--- src/rtl/eth_10g_mac_st_timing_adapter_fifo_pkg.sv ---
// Shared helpers for the 10G MAC side-band adapters: pointer/level widths
// and the saturating increment used by the MAC statistics counters.
package eth_10g_st_adapter_pkg;

    // Pointer width: one extra MSB beyond the address separates full from empty.
    function automatic int ptr_w(input int depth);
        return $clog2(depth) + 1;
    endfunction

    // Occupancy width able to represent 0..depth inclusive.
    function automatic int lvl_w(input int depth);
        return $clog2(depth + 1);
    endfunction

    // Increment that sticks at all-ones for a counter of the given width.
    function automatic logic [31:0] sat_inc(input logic [31:0] value, input int width);
        logic [31:0] max_val;
        max_val = (width >= 32) ? 32'hFFFF_FFFF : ((32'd1 << width) - 32'd1);
        return (value == max_val) ? value : value + 32'd1;
    endfunction

endpackage

--- src/rtl/eth_10g_mac_st_timing_adapter_fifo_if.sv ---
// Avalon-ST handshake bundle: ready-less upstream beat plus downstream
// valid/data/ready.
interface eth_10g_mac_st_timing_adapter_fifo_if #(
    parameter int DATA_W = 16
);
    logic              in_valid;
    logic [DATA_W-1:0] in_data;
    logic              out_valid;
    logic [DATA_W-1:0] out_data;
    logic              out_ready;

    // Environment side: drives the upstream beat and the downstream ready.
    modport master (
        output in_valid, in_data, out_ready,
        input  out_valid, out_data
    );

    // Adapter side.
    modport slave (
        input  in_valid, in_data, out_ready,
        output out_valid, out_data
    );
endinterface

--- src/rtl/eth_10g_mac_st_timing_adapter_fifo_sync_fifo.sv ---
// Single-clock FIFO: register-array storage, wrap-bit pointers and a
// registered occupancy count.
module eth_10g_st_sync_fifo
    import eth_10g_st_adapter_pkg::*;
#(
    parameter int DATA_W = 16,
    parameter int DEPTH  = 4
) (
    input  logic                       clk,
    input  logic                       reset_n,
    input  logic                       push,
    input  logic                       pop,
    input  logic [DATA_W-1:0]          wr_data,
    output logic [DATA_W-1:0]          rd_data,
    output logic                       full,
    output logic                       empty,
    output logic [$clog2(DEPTH+1)-1:0] fill_level
);
    localparam int PTR_W = ptr_w(DEPTH);
    localparam int AW    = PTR_W - 1;
    localparam int LVL_W = lvl_w(DEPTH);

    logic [DATA_W-1:0] mem [DEPTH];
    logic [PTR_W-1:0]  wr_ptr;
    logic [PTR_W-1:0]  rd_ptr;
    logic [LVL_W-1:0]  level;

    assign empty      = (wr_ptr == rd_ptr);
    assign full       = (wr_ptr[AW-1:0] == rd_ptr[AW-1:0]) && (wr_ptr[AW] != rd_ptr[AW]);
    assign rd_data    = mem[rd_ptr[AW-1:0]];
    assign fill_level = level;

    // Payload storage; contents are don't-care after reset so no reset here.
    always_ff @(posedge clk) begin
        if (push) begin
            mem[wr_ptr[AW-1:0]] <= wr_data;
        end
    end

    // Pointer advance and occupancy tracking; push+pop leaves the level unchanged.
    always_ff @(posedge clk or negedge reset_n) begin
        if (!reset_n) begin
            wr_ptr <= '0;
            rd_ptr <= '0;
            level  <= '0;
        end else begin
            if (push) wr_ptr <= wr_ptr + PTR_W'(1);
            if (pop)  rd_ptr <= rd_ptr + PTR_W'(1);
            case ({push, pop})
                2'b10:   level <= level + LVL_W'(1);
                2'b01:   level <= level - LVL_W'(1);
                default: level <= level;
            endcase
        end
    end
endmodule

--- src/rtl/eth_10g_mac_st_timing_adapter_fifo.sv ---
// Timing adapter between a ready-less source and a backpressuring sink.
// Beats are buffered; a beat arriving while full with no pop is dropped
// and recorded in a sticky flag and a saturating counter.
module eth_10g_mac_st_timing_adapter_fifo
    import eth_10g_st_adapter_pkg::*;
#(
    parameter int DATA_W = 16,
    parameter int DEPTH  = 4,
    parameter int CNT_W  = 8
) (
    input  logic                                clk,
    input  logic                                reset_n,
    eth_10g_mac_st_timing_adapter_fifo_if.slave st,
    input  logic                                clear_stats,
    output logic                                overflow,
    output logic [CNT_W-1:0]                    drop_count,
    output logic [$clog2(DEPTH+1)-1:0]          fill_level
);
    logic full;
    logic empty;
    logic push;
    logic pop;
    logic drop;

    // A pop frees the head slot in the same cycle, so a full FIFO still
    // accepts an incoming beat when the sink is taking one.
    assign pop          = st.out_valid & st.out_ready;
    assign push         = st.in_valid & (~full | pop);
    assign drop         = st.in_valid & full & ~pop;
    assign st.out_valid = ~empty;

    eth_10g_st_sync_fifo #(
        .DATA_W (DATA_W),
        .DEPTH  (DEPTH)
    ) u_fifo (
        .clk        (clk),
        .reset_n    (reset_n),
        .push       (push),
        .pop        (pop),
        .wr_data    (st.in_data),
        .rd_data    (st.out_data),
        .full       (full),
        .empty      (empty),
        .fill_level (fill_level)
    );

    // Drop statistics; a drop coinciding with clear_stats is kept as the first new count.
    always_ff @(posedge clk or negedge reset_n) begin
        if (!reset_n) begin
            overflow   <= 1'b0;
            drop_count <= '0;
        end else if (clear_stats) begin
            overflow   <= drop;
            drop_count <= drop ? CNT_W'(1) : '0;
        end else if (drop) begin
            overflow   <= 1'b1;
            drop_count <= CNT_W'(sat_inc(32'(drop_count), CNT_W));
        end
    end
endmodule

--- src/flat_wrapper.sv ---
// flat-port wrapper written by rule: the top's interface ports become plain ports
module eth_10g_mac_st_timing_adapter_fifo_flat import eth_10g_st_adapter_pkg::*;
#(
    parameter int DATA_W = 16,
    parameter int DEPTH  = 4,
    parameter int CNT_W  = 8
)
  (clk, reset_n, clear_stats, overflow, drop_count, fill_level, st_in_valid, st_in_data, st_out_ready, st_out_valid, st_out_data);
  eth_10g_mac_st_timing_adapter_fifo_if #(.DATA_W(DATA_W)) st_i ();
  input  logic clk;
  input  logic reset_n;
  input  logic clear_stats;
  output logic overflow;
  output logic [CNT_W-1:0] drop_count;
  output logic [$clog2(DEPTH+1)-1:0] fill_level;
  input wire logic [$bits(st_i.in_valid)-1:0] st_in_valid;
  input wire logic [$bits(st_i.in_data)-1:0] st_in_data;
  input wire logic [$bits(st_i.out_ready)-1:0] st_out_ready;
  output wire logic [$bits(st_i.out_valid)-1:0] st_out_valid;
  output wire logic [$bits(st_i.out_data)-1:0] st_out_data;
  assign st_i.in_valid = st_in_valid;
  assign st_i.in_data = st_in_data;
  assign st_i.out_ready = st_out_ready;
  assign st_out_valid = st_i.out_valid;
  assign st_out_data = st_i.out_data;
  eth_10g_mac_st_timing_adapter_fifo #(.DATA_W(DATA_W), .DEPTH(DEPTH), .CNT_W(CNT_W)) u_core (.clk(clk), .reset_n(reset_n), .st(st_i), .clear_stats(clear_stats), .overflow(overflow), .drop_count(drop_count), .fill_level(fill_level));
endmodule
--- config.mk ---
export PLATFORM = sky130hd
export DESIGN_NAME = eth_10g_mac_st_timing_adapter_fifo_flat
export DESIGN_NICKNAME = d
export VERILOG_FILES = /design/src/rtl/eth_10g_mac_st_timing_adapter_fifo_pkg.sv /design/src/rtl/eth_10g_mac_st_timing_adapter_fifo_if.sv /design/src/rtl/eth_10g_mac_st_timing_adapter_fifo_sync_fifo.sv /design/src/rtl/eth_10g_mac_st_timing_adapter_fifo.sv /design/src/flat_wrapper.sv
export SDC_FILE = /design/constraint.sdc
export NUM_CORES = 1
export LEC_CHECK = 0
export ABC_AREA = 1
export CAP_MARGIN = 20
export CORE_UTILIZATION = 38
export CTS_BUF_LIST = sky130_fd_sc_hd__clkbuf_8
export CTS_CLUSTER_DIAMETER = 40
export CTS_CLUSTER_SIZE = 20
export DETAILED_ROUTE_END_ITERATION = 10
export HOLD_SLACK_MARGIN = 0.03
export PLACE_DENSITY = 0.56
export SLEW_MARGIN = 25
export SYNTH_ARGS = -nofsm -noshare
export SYNTH_HDL_FRONTEND = slang
export SYNTH_SLANG_ARGS = --single-unit
--- constraint.sdc ---
create_clock -name clk -period 2.3 [get_ports clk]
set_input_delay 0.69 -clock clk [delete_from_list [all_inputs] [get_ports clk]]
set_output_delay 0.69 -clock clk [all_outputs]
set_load 0.005 [all_outputs]
Word-level counts from Yosys, hierarchy flattened
Memory sizes are Yosys's and may differ from the RTL's.
Index checks and enable logic that the tools add are counted.
{"block": "word_totals", "regBits": 18, "ram_bits": 64, "out_inout_bits": 29, "elab_cells": 39, "memories": 1}
{"name": "u_core.u_fifo.mem", "depth": 4, "width": 16, "read_ports": 1, "rd_clocked_by_memory_dff": 0, "wr": 1, "line": "eth_10g_mac_st_timing_adapter_fifo_sync_fifo.sv:23", "text": "logic [DATA_W-1:0] mem [DEPTH];"}
{"block": "classes", "addsub": 5, "eq_ne": 7, "mux": 9, "n_bitwise": 8, "n_reduce_logical": 4}
{"cell": "two-way mux 8 bit", "n": 3}
{"cell": "adder 3 x 1 -> 3 bit (second input constant)", "n": 3}
{"cell": "adder 8 x 1 -> 8 bit (second input constant)", "n": 1}
{"cell": "equality test 8 bit (second input constant)", "n": 1}
{"cell": "one-hot mux 3 bit (2 select lines)", "n": 1}
{"cell": "two-way mux 1 bit", "n": 5}
{"cell": "bitwise AND 1 bit", "n": 4}
{"cell": "nonzero test 2 bit", "n": 2}
{"cell": "equality test 3 bit", "n": 1}
{"cell": "NOT 1 bit", "n": 3}
{"cell": "subtractor 3 x 1 -> 3 bit (second input constant)", "n": 1}
{"cell": "equality test 2 x 1 -> 1 bit (second input constant)", "n": 1}
{"cell": "equality test 2 bit", "n": 1}
{"cell": "equality test 2 bit (second input constant)", "n": 1}
{"cell": "!= test 2 bit (second input constant)", "n": 1}
{"cell": "AND reduction 2 bit", "n": 1}
{"cell": "logical AND 1 bit", "n": 1}
{"cell": "!= test 1 bit", "n": 1}
{"cell": "bitwise OR 1 bit", "n": 1}

Depth between registers and ports, before layout
{"block": "depth", "word_depth": 7, "ltp_mapped": 13}

By module
From an unflattened synthesis, not the netlist that was laid out.
{"block": "hier_totals", "cells_unflattened": 347, "hier_area_um2": 3733.6}
{"mod": "eth_10g_st_sync_fifo", "n_inst": 1, "cells_per_inst": 267, "area_each_um2": 3158.0}
{"mod": "eth_10g_mac_st_timing_adapter_fifo", "n_inst": 1, "cells_per_inst": 80, "area_each_um2": 575.6}

Worst setup path before layout
OpenSTA, ideal clock, no wires.
{"block": "synth_timing", "path_kind": "register -> register", "startpoint": "reg u_core.u_fifo.rd_ptr[1]", "endpoint": "reg u_core.u_fifo.level[2], in the netlist u_core.u_fifo.fill_level[2]", "t_arrival_ns": 1.968, "t_required_ns": 2.176, "slack_ns": 0.208, "stages_incl_launch_ff": 13, "n_path_buf": 0, "cell_sequence": "dfrtp_1 -> inv_2 -> nand2_2 -> nand2_2 -> nor2_4 -> nand2_2 -> nand2_2 -> inv_2 -> ha_1 -> fa_1 -> a21oi_1 -> o21ai_0 -> xnor2_1"}
{"block": "synth_between", "elab_chain_cells": 7, "word_cells_on_any_way": 12, "classes_between": "4 x eq/ne; 1 x mux; 5 x bitwise; 2 x reduce/logical"}
{"item": "start: declaration", "line": "eth_10g_mac_st_timing_adapter_fifo_sync_fifo.sv:25", "text": "logic [PTR_W-1:0] rd_ptr;"}
{"item": "start signal: assignment", "line": "eth_10g_mac_st_timing_adapter_fifo_sync_fifo.sv:48", "text": "if (pop) rd_ptr <= rd_ptr + PTR_W'(1);"}
{"item": "equality test 3 bit (*)", "line": "eth_10g_mac_st_timing_adapter_fifo_sync_fifo.sv:28", "text": "assign empty = (wr_ptr == rd_ptr);"}
{"item": "NOT 1 bit (*)", "line": "eth_10g_mac_st_timing_adapter_fifo.sv:30", "text": "assign st.out_valid = ~empty;"}
{"item": "named net st_out_valid", "line": "flat_wrapper.sv:19", "text": "output wire logic [$bits(st_i.out_valid)-1:0] st_out_valid;"}
{"item": "bitwise AND 1 bit (*)", "line": "eth_10g_mac_st_timing_adapter_fifo.sv:27", "text": "assign pop = st.out_valid & st.out_ready;"}
{"item": "named net u_core.pop", "line": "eth_10g_mac_st_timing_adapter_fifo.sv:22", "text": "logic pop;"}
{"item": "bitwise OR 1 bit", "line": "eth_10g_mac_st_timing_adapter_fifo.sv:28", "text": "assign push = st.in_valid & (~full | pop);"}
{"item": "bitwise AND 1 bit", "line": "eth_10g_mac_st_timing_adapter_fifo.sv:28"}
{"item": "equality test 2 x 1 -> 1 bit / equality test 2 bit (equally long branches)", "line": "eth_10g_mac_st_timing_adapter_fifo_sync_fifo.sv:49", "text": "case ({push, pop})"}
{"item": "one-hot mux 3 bit (2 select lines) / nonzero test 2 bit (equally long branches)"}
{"item": "end signal: assignment", "line": "eth_10g_mac_st_timing_adapter_fifo_sync_fifo.sv:50", "text": "2'b10: level <= level + LVL_W'(1);"}
{"item": "end signal: assignment", "line": "eth_10g_mac_st_timing_adapter_fifo_sync_fifo.sv:51", "text": "2'b01: level <= level - LVL_W'(1);"}
{"item": "end signal: assignment", "line": "eth_10g_mac_st_timing_adapter_fifo_sync_fifo.sv:52", "text": "default: level <= level;"}
{"item": "end: declaration", "line": "eth_10g_mac_st_timing_adapter_fifo_sync_fifo.sv:26", "text": "logic [LVL_W-1:0] level;"}
The timed path passes the listed nets; every way through them passes the cells marked *.
A chain may end at the register's enable or synchronous reset.

Final worst setup path
{"block": "layout_timing", "startpoint": "reg u_core.u_fifo.rd_ptr[0]", "endpoint": "out st_out_data[14]"}
{"block": "layout_between", "elab_chain_cells": 1}
{"item": "memory read (4 x 16 bit)"}
{"item": "end: declaration", "line": "flat_wrapper.sv:20", "text": "output wire logic [$bits(st_i.out_data)-1:0] st_out_data;"}
No other way between the ends.

==> summary.md <==
| Metric | Value |
|---|---|
| Status | finished with violations |
| Failing checks | DRC |
| Worst setup SP type | register |
| Htree depth | 3 |
| Slew @ Worst Pin | 0.276 ns |
| Drc violations | 6 |
| CTS sink cnt | 82 |
| Clock-pin slew on the worst setup and hold paths | 0.08 ns |
| Synthesized Nets | 326 |
| Final period utilization | 99.6% |
| Fmax | 436 MHz |
| Die width | 97.8 um |
| Clock latency on the worst-skew pair | 0.36 ns |
| Share of cells above drive strength 1 | 23.7% |
| Sequential power share | a little under two fifths |
| Yosys top cell by area | edfxtp_1 |
| CP delay by family, top | buffers and inverters |
| Critical-path maximum fanout | 6 |
| IO Port Bufs | 49 |
| Max stage delay cell, worst path | dfrtp_2 |
| Combinational share of power | 41.7% |
| Aggregate global-route resource usage | between 10% and 20% |
| Rows | 34 |
| Via count | 2424 |
| Overflow after GRT | 0 |
| Final design instance area without fill | 4600 um2 |
| # diodes | 0 |
| Hpwl dp | 4670 um |
| CP peak stage delay | 0.45 ns |
| Post-synth cell types | 27 |
| Routed len/inst | 14.5 um |
| Fin util | 52.3% |
| Syn Area/Cell | about 12 um2 |
| Initial Utilization | between 30% and 40% |
| Clock root buffer | clkbuf_8 |
| 1st-iter DRT viols | 79 |
| Post-route minimum period | approximately 2.3 ns |
| Largest net degree at the start of global routing | 28 |
| Clock power frac | 20.1% |
| Die area | between 9000 and 10000 um2 |
| Switching power | about 1.9 mW |
| Final hold vios | 0 |
| RSZ-0062 raised after global routing | true |
| Pins over their slew limit | 0 |
| Antenna Violating Nets Remaining | 0 |
| Post-Synthesis Cells | 297 |
| Final setup violation count | 0 |
| Die height | 97.8 um |
| Critical Path End Type | primary output |
| Post-placement cell area | 4330 um2 |
| Worst Path Buf+Inv | 5 |
| Min-delay worst type | reg2reg |
| Initial antenna violation count | 0 |
| CP cell instances | inv_4 > buf_12 > buf_12 > buf_6 > o21ai_1 > o22ai_1 > buf_2 |
| Power Density | 1210 nW/um2 |
| Clock Path Buffers | 2 |
| Num CTS Buffers | 9 |
| Hold WS | 0.494 ns |
| Req. time, crit path | 1.61 ns |
| Skew final | 0.0130 ns |
| Most repeated library cell on the critical path | buf_12 |
| Area Overhead vs Synth | 32.1% |
| Leakage power | 1.79 nW |
| Final WL | 7170 um |
| Vias/cell | ~4.9 |
| Final nets | 412 |
| CTS tree | built |
| Sequential share of the synthesized area | 68.1% |
| Drt pass-1 iters | 7 |
| Maximum vdd drop | about 470 uV |
| Netlist Area Pre-Place | 3490 um2 |
| Post-cts hold buffer count | 0 |
| Yosys warning total | 0 |
| Core area | 8810 um2 |
| First-pass GRT wire length | 11900 um |
| Synth top area cells | edfxtp_1 55%, dfrtp_1 13%, nor2_1 5.0% |
| Hold depth | 2 |
| Rel. slew slack | between 80% and 90% |
| Power Internal | 3.65 mW |
| Routability cong. | about 0.74 |
| CP Depth | 7 |
| Arrival time at the worst endpoint | about 1.6 ns |
| Vias in the first global route | 2444 |
| Max Cap Viol | 0 |
| Sw Share | 34.4% |
| Io pins | 50 |
| Top-area cell type share of the netlist area | 55.1% |
| Register-to-Register Path Depth | 12 |
| #FFs+latches synth | 82 |
| Critical path class | reg2out |
| Setup tns final | 0 ns |
==> layer usage <==
metal  vias to the layer above  GRT usage (%)  part of all wire [%]
met4                         0           5.24                   1.1
met3                         7           3.87                   3.8
met5                         -              0                     0
li1                       1204              -                     -
met2                        48           26.7                    49
met1                      1165           20.8                    46
==> path summary, 6_finish.rpt <==
kind / from / endpoint / slack (ns)
hold reg to reg: u_core.overflow / u_core.overflow / 0.49
max in group asynchronous: reset_n / u_core.u_fifo.rd_ptr[0] / 1.42
min in group asynchronous: reset_n / u_core.u_fifo.fill_level[1] / 0.64
setup reg to reg: u_core.u_fifo.rd_ptr[1] / u_core.u_fifo.fill_level[1] / 0.09
setup / recovery: u_core.u_fifo.rd_ptr[0] / st_out_data[14] / 0.008
hold / removal: u_core.overflow / u_core.overflow / 0.49
==> layout by cell type (no fill, tap or decap), types with 2 or more instances in the layout <==
| cell | Yosys | routed |
|---|---|---|
| edfxtp_1 | 64 | 64 |
| nor2_1 | 46 | 46 |
| nand2_1 | 45 | 44 |
| clkdlybuf4s50_1 | 0 | 32 |
| buf_4 | 0 | 26 |
| o21ai_0 | 32 | 22 |
| o22ai_1 | 16 | 16 |
| dfrtp_1 | 18 | 16 |
| inv_1 | 14 | 14 |
| o21ai_1 | 3 | 13 |
| nand3_1 | 10 | 10 |
| buf_2 | 2 | 10 |
| clkbuf_8 | 0 | 9 |
| buf_12 | 0 | 7 |
| nand2_2 | 5 | 6 |
| ha_1 | 7 | 6 |
| clkbuf_2 | 0 | 6 |
| nand2_4 | 4 | 4 |
| nor2_2 | 3 | 3 |
| xnor2_1 | 3 | 3 |
| inv_8 | 0 | 3 |
| inv_4 | 0 | 2 |
| a21oi_1 | 2 | 2 |
| xor2_1 | 2 | 2 |
| o21bai_1 | 2 | 2 |
| nor3b_1 | 2 | 2 |
| inv_6 | 0 | 2 |
| buf_6 | 0 | 2 |
| dfrtp_2 | 0 | 2 |
==> sequential cells by signal (all words and copies together), names as in the netlist <==
signal / flops
u_core.u_fifo.wr_ptr: 3
u_core.u_fifo.mem: 64
u_core.u_fifo.rd_ptr: 3
u_core.u_fifo.fill_level: 3
u_core.overflow: 1
u_core.drop_count: 8
==> synth_stat cells <==
cell      count
a21oi_1       2
buf_2         2
clkbuf_1      8
dfrtp_1      18
edfxtp_1     64
fa_1          1
ha_1          7
inv_1        14
inv_2         3
mux2_2        1
nand2_1      45
nand2_2       5
nand2_4       4
nand3_1      10
nand3_4       1
nand3b_1      1
nor2_1       46
nor2_2        3
nor2_4        1
nor3b_1       2
o21ai_0      32
o21ai_1       3
o21ai_2       1
o21bai_1      2
o22ai_1      16
xnor2_1       3
xor2_1        2
==> power by group through the flow <==
stage               registers (mW)  clock network, mW  logic [mW]
floorplan                     2.11                  0        1.09
global placement              2.13                  0        2.30
detailed placement            2.14                  0        2.30
CTS                           2.11               1.15        2.30
global route                  2.15               1.21        2.57
finish                        2.12               1.12        2.32
==> cell families (layout without fill, tap and decap cells) <==
logic type,Yosys count,count (layout),synth area share [%]
DFF,82,82,68.1
xor gates and xnor gates,5,5,1.26
muxes,1,1,0.323
and+or+nand+nor,118,118,15.4
adders and majority gates,8,8,3.09
AOI/OAI and AO/OA,56,56,8.87
buffers and inverters,27,118,2.98
==> through the flow <==
stage,power (mW),setup slack (ns),std cells
2_1_floorplan,3.20,0.208,297
3_3_place_gp,4.42,-0.162,469
3_5_place_dp,4.44,-0.195,469
4_1_cts,5.57,-0.0983,493
5_1_grt,5.93,-0.0588,496
6_report,5.55,0.00808,496
==> layout make-up <==
| type | instances | area, um2 |
|---|---|---|
| fill | 781 | 4200 |
| sequential | 82 | 2370 |
| multi-input combinational | 188 | 1020 |
| timing repair buffer | 85 | 793 |
| tap | 108 | 135 |
| clock buffer | 9 | 124 |
| clock inverter | 7 | 90.1 |
| inverter | 17 | 68.8 |
==> timing repair <==
item | 4_1_cts | 5_1_grt
endpoints found under the setup margin | 17 | 16
cloned | 0 | 1
pin swaps | 5 | 8
setup buffers | 8 | 3
gates resized for setup | 57 | 26
==> worst reg2reg max path: stages (launching register included) <==
cell,delay [ns]
dfrtp_2,0.42
inv_4,0.05
buf_4,0.14
buf_4,0.13
nand2_2,0.05
nand2_2,0.06
nor2_4,0.12
buf_4,0.14
nand2_2,0.06
nand2_4,0.06
ha_2,0.19
fa_2,0.43
mux2_2,0.26
No activity file was read; power rests on OpenSTA's default activity.
